File: src/rtl/fib_stack.sv
// Registered LIFO return stack for the recursive Fibonacci datapath; frames are {tag, n}.
// Define FIB_STACK_STICKY_ERR_EN to make overflow/underflow sticky until rst (default: one-cycle pulses).
module fib_stack #(
    parameter int DEPTH  = 8,
    parameter int DATA_W = 3,
    parameter int TAG_W  = 2
) (
    input  logic                         clk,
    input  logic                         rst,
    input  logic                         push,
    input  logic                         pop,
    input  logic [DATA_W-1:0]            push_n,
    input  logic [TAG_W-1:0]             push_tag,
    output logic [DATA_W-1:0]            top_n,
    output logic [TAG_W-1:0]             top_tag,
    output logic [$clog2(DEPTH+1)-1:0]   count,
    output logic                         empty,
    output logic                         full,
    output logic                         overflow,
    output logic                         underflow
);

    localparam int CW = $clog2(DEPTH + 1);
    localparam int AW = $clog2(DEPTH);
    localparam int FW = TAG_W + DATA_W;
    localparam logic [CW-1:0] SP_ZERO = CW'(0);
    localparam logic [CW-1:0] SP_ONE  = CW'(1);
    localparam logic [CW-1:0] SP_FULL = CW'(DEPTH);

    logic [FW-1:0] mem_r [DEPTH];
    logic [CW-1:0] sp_r;
    logic [CW-1:0] sp_nxt_s;
    logic          wr_en_s;
    logic [AW-1:0] wr_idx_s;
    logic [AW-1:0] top_idx_s;
    logic [FW-1:0] top_frame_s;
    logic          empty_s;
    logic          full_s;
    logic          ovf_ev_s;
    logic          unf_ev_s;
    logic          overflow_r;
    logic          underflow_r;

    assign empty_s   = (sp_r == SP_ZERO);
    assign full_s    = (sp_r == SP_FULL);
    assign top_idx_s = AW'(sp_r - SP_ONE);

    // Resolve push/pop requests into the next pointer, a write strobe and error events.
    always_comb begin
        sp_nxt_s = sp_r;
        wr_en_s  = 1'b0;
        wr_idx_s = AW'(sp_r);
        ovf_ev_s = 1'b0;
        unf_ev_s = 1'b0;
        case ({push, pop})
            2'b10: begin
                if (full_s) begin
                    ovf_ev_s = 1'b1;
                end else begin
                    wr_en_s  = 1'b1;
                    sp_nxt_s = sp_r + SP_ONE;
                end
            end
            2'b01: begin
                if (empty_s) begin
                    unf_ev_s = 1'b1;
                end else begin
                    sp_nxt_s = sp_r - SP_ONE;
                end
            end
            2'b11: begin
                // Tail call replaces the top frame; on an empty stack only the push survives.
                if (empty_s) begin
                    wr_en_s  = 1'b1;
                    sp_nxt_s = SP_ONE;
                    unf_ev_s = 1'b1;
                end else begin
                    wr_en_s  = 1'b1;
                    wr_idx_s = top_idx_s;
                end
            end
            default: begin
                sp_nxt_s = sp_r;
            end
        endcase
    end

    // Frame storage has no reset; only slots below sp are ever observed.
    always_ff @(posedge clk) begin
        if (wr_en_s) begin
            mem_r[wr_idx_s] <= {push_tag, push_n};
        end
    end

    // Stack pointer and error flags.
    always_ff @(posedge clk or posedge rst) begin
        if (rst) begin
            sp_r        <= SP_ZERO;
            overflow_r  <= 1'b0;
            underflow_r <= 1'b0;
        end else begin
            sp_r <= sp_nxt_s;
`ifdef FIB_STACK_STICKY_ERR_EN
            overflow_r  <= overflow_r  | ovf_ev_s;
            underflow_r <= underflow_r | unf_ev_s;
`else
            overflow_r  <= ovf_ev_s;
            underflow_r <= unf_ev_s;
`endif
        end
    end

    // Top-of-stack read, forced to zero while the stack is empty.
    always_comb begin
        top_frame_s = mem_r[top_idx_s];
        if (empty_s) begin
            top_n   = {DATA_W{1'b0}};
            top_tag = {TAG_W{1'b0}};
        end else begin
            top_n   = top_frame_s[DATA_W-1:0];
            top_tag = top_frame_s[FW-1:DATA_W];
        end
    end

    assign count     = sp_r;
    assign empty     = empty_s;
    assign full      = full_s;
    assign overflow  = overflow_r;
    assign underflow = underflow_r;

endmodule
File: config.mk
export PLATFORM = sky130hd
export DESIGN_NAME = fib_stack
export DESIGN_NICKNAME = d
export VERILOG_FILES = /design/src/rtl/fib_stack.sv
export SDC_FILE = /design/constraint.sdc
export NUM_CORES = 1
export LEC_CHECK = 0
export ABC_CLOCK_PERIOD_IN_PS = 3000
export CAP_MARGIN = 20
export CORE_ASPECT_RATIO = 1.2
export CORE_MARGIN = 1.5
export CORE_UTILIZATION = 47
export DETAILED_ROUTE_END_ITERATION = 8
export PLACE_DENSITY = 0.79
export SETUP_SLACK_MARGIN = 0.02
export SLEW_MARGIN = 20
export SYNTH_ARGS = -nofsm -noshare
export SYNTH_HDL_FRONTEND = slang
export SYNTH_SLANG_ARGS = --single-unit
File: constraint.sdc
create_clock -name clk -period 3 [get_ports clk]
set_clock_uncertainty 0.1 [all_clocks]
set_input_delay 0.3 -clock clk [delete_from_list [all_inputs] [get_ports clk]]
set_output_delay 0.3 -clock clk [all_outputs]
set_load 0.01 [all_outputs]
==> impl_metrics.py <==
metrics = {
    "sta": {
        "max_freq_mhz": 349,
        "period_share_pct": 95.5,
        "hold_violations": 0,
        "relSlewSlack_pct": 59.0,
        "period_minus_slack_ns": 2.87,
        "rsz0062_at_grt": "no",
        "slew_viol_final": 0,
        "worst_slew_pin_slew_ns": 0.612,
        "setup_viol": 0,
        "fin_tns_setup_ns": 0,
    },
    "finish": {
        "drive_gt1_share_pct": 13.7,
        "nNetsFinal": 215,
        "postLayoutCoreUtil_pct": 58.2,
        "layout_common_cells": "edfxtp_1, clkdlybuf4s50_1, nand2_1",
        "diodes": 0,
        "area_delta_synth_final_pct": 17.4,
        "final_common_cell": "edfxtp_1",
    },
    "cts": {
        "post_cts_buffers": 0,
        "cts_resized": 1,
        "root_buffer": "clkbuf_8",
        "cts_inserted_buffers": 5,
        "cts_num_sinks": 46,
        "clkLatencyLatePin_ns": 0.30,
        "ctsHoldBuffers": 0,
        "clock_path_buffers": 2,
        "cts-htree-levels": 2,
        "tritoncts": "yes",
        "clk_pin_slew_worst_paths_ns": 0.09,
    },
    "power_and_ir_drop": {
        "power_frac_comb_pct": 54.4,
        "clock_power_share_pct": 13.8,
        "peakVddDrop_v": 0.000567,
        "powerDensity_nw_per_um2": 978,
        "p_seq_share_pct": 31.8,
        "power_switching_mw": 0.993,
        "swShare_pct": 37.4,
        "leakagePower_nw": 0.953,
        "p_int_mw": 1.66,
    },
    "routing": {
        "drt_first_pass_iters": 4,
        "post_drt_wl_per_cell_microns": 18.1,
        "drc_errors": 0,
        "viasPerCell": 6.10,
        "routed_wl_mm": 4.76,
        "drtIter0Drc": 194,
        "ant_nets": 0,
        "vias": 1603,
    },
    "setup_path": {
        "worstPathCellList": "buf_6, mux4_1, a221oi_1, a31oi_1, clkdlybuf4s50_1",
        "startpoint_type": "register",
        "r2r-end": "mem_r[4][3]",
        "required_ns": 2.60,
        "slowest_stage": "mux4_1",
        "crit_path_max_fanout": 26,
        "setup.worst_path.end_class": "output pin",
        "reg2reg_slack_ns": 0.37,
        "arrival_ns": 2.47,
        "slowest_delay_ns": 0.61,
        "crit_type": "reg -> out",
        "worst-r2r-cell-count": 7,
        "r2r_start": "count[0]",
        "endpoint": "top_tag[1]",
        "worstSetupStartpoint": "count[0]",
    },
    "run_status": {
        "status": "finished, final reports clean",
    },
    "die": {
        "start_util_pct": 49.6,
        "die_y_microns": 79.8,
        "ios": 22,
        "core_area_sq_um": 4660,
        "fp.dieW_microns": 67.0,
        "rows": 27,
        "dieArea_sq_um": 5350,
    },
    "global_routing": {
        "antenna_found_initial": 0,
        "grt.total_usage_pct": 19.1,
        "overflow": 0,
        "grt_pass1_wl_mm": 7.33,
        "grt_max_degree": 27,
        "grt_pass1_vias": 1523,
    },
    "logic_synthesis": {
        "ys_seq_area_share_pct": 58.5,
        "synth_adder_area_share_pct": 1.08,
        "synth_xor_area_share_pct": 0,
        "synth-compound-area-share_pct": 11.4,
        "synth_mux_area_share_pct": 11.2,
        "yosys-top-cells-area": "edfxtp_1, mux4_1, dfrtp_1",
        "synth_top_area_share_pct": 52.0,
        "syn-cell-area_sq_um": 2310,
        "syn_avg_cell_area_sq_um": 13.0,
        "postSynthCellCount": 178,
        "synth_cell_type_count": 39,
        "synth-simple-area-share_pct": 13.1,
        "syn_nets": 189,
        "synth_top_cell_by_area": "edfxtp_1",
        "ys_ff_latch": 46,
        "synth_top_family_by_area": "simple AND/OR/NAND/NOR gates",
        "synth.yosys.warnings": 0,
    },
    "placement": {
        "gp_congestion": 0.855,
        "io_buffer_count": 21,
        "dp_hpwl_mm": 3.21,
    },
    "min_path": {
        "hold_path.class": "in -> async",
    },
    "run": {
        "drv_cap": 0,
    },
}
==> state kept, by name, indices dropped and copies added, names as in the netlist <==
name,cells
mem_r,40
overflow,1
count,4
underflow,1
==> power by group through the flow <==
stage               registers (mW)  clock network (mW)  logic (mW)
floorplan                    0.865                   0       0.916
global placement             0.850                   0        1.35
detailed placement           0.856                   0        1.38
CTS                          0.841               0.372        1.39
global route                 0.851               0.399        1.57
finish                       0.843               0.366        1.44
==> per-stage QoR <==
stage / instances / hold slack [ns] / cell area (sq um) / setup WS, ns / total power [mW]
after floorplan: 178 / -0.00904 / 2310 / 0.202 / 1.78
after global placement: 255 / 0.440 / 2600 / 0.326 / 2.20
after detailed placement: 255 / 0.447 / 2600 / 0.244 / 2.23
after CTS: 263 / 0.118 / 2690 / 0.0675 / 2.60
after global routing: 263 / 0.130 / 2710 / 0.0272 / 2.81
final: 263 / 0.106 / 2710 / 0.135 / 2.65
==> cell families (layout without fill, tap and decap cells) <==
| kind of cell | after synthesis | count (layout) |
|---|---|---|
| mux | 11 | 11 |
| fa+ha+maj | 2 | 2 |
| simple gates | 58 | 58 |
| flops | 46 | 46 |
| buf+inv | 22 | 49 |
| compound gates | 39 | 39 |
==> worst min path at each step <==
stage / slack, ns / end
floorplan: -0.009 / count[0]
global placement: 0.44 / count[2]
detailed placement: 0.45 / count[2]
CTS: 0.12 / count[2]
global route: 0.13 / count[2]
finish: 0.11 / count[2]
==> cell usage after synthesis, drive strengths merged <==
| master | instances |
|---|---|
| or2 | 1 |
| nor2 | 11 |
| a2bb2oi | 2 |
| nor2b | 6 |
| a221o | 1 |
| edfxtp | 40 |
| clkbuf | 4 |
| inv | 8 |
| ha | 2 |
| a21oi | 5 |
| o21a | 2 |
| a221oi | 6 |
| buf | 10 |
| nand3b | 2 |
| a211oi | 1 |
| a41o | 1 |
| o22a | 1 |
| and2 | 1 |
| nor3 | 7 |
| nor4 | 2 |
| o211ai | 1 |
| and4 | 1 |
| mux4 | 10 |
| o221ai | 1 |
| nand4bb | 1 |
| a31oi | 8 |
| nand2b | 4 |
| nand2 | 18 |
| nor3b | 3 |
| o22ai | 1 |
| mux2i | 1 |
| o21ai | 9 |
| dfrtp | 6 |
| nand4b | 1 |
==> cell type report <==
class | count | area, sq um
clock buffers | 5 | 68.8
repair buffers | 33 | 304
clock inverters | 3 | 18.8
inverters | 8 | 30.0
well taps | 58 | 72.6
flip-flops and latches | 46 | 1350
fillers | 373 | 1950
multi-input cells | 110 | 868
==> worst max-delay path: cells and delay by family, from the launching register on <==
kind            cells  cell delay [ns]
buf+inv             2             0.76
mux                 1             0.61
compound gates      2             0.41
flops               1             0.38
==> metal layers <==
layer | wire (microns) | GRT usage [%] | vias up
met4 | 99 | 8.16 | 0
met2 | 2530 | 32.5 | 60
met1 | 1910 | 23.8 | 788
met3 | 220 | 3.24 | 10
li1 | - | - | 745
met5 | 0 | 0 | -
No activity file was read; power rests on OpenSTA's default activity.
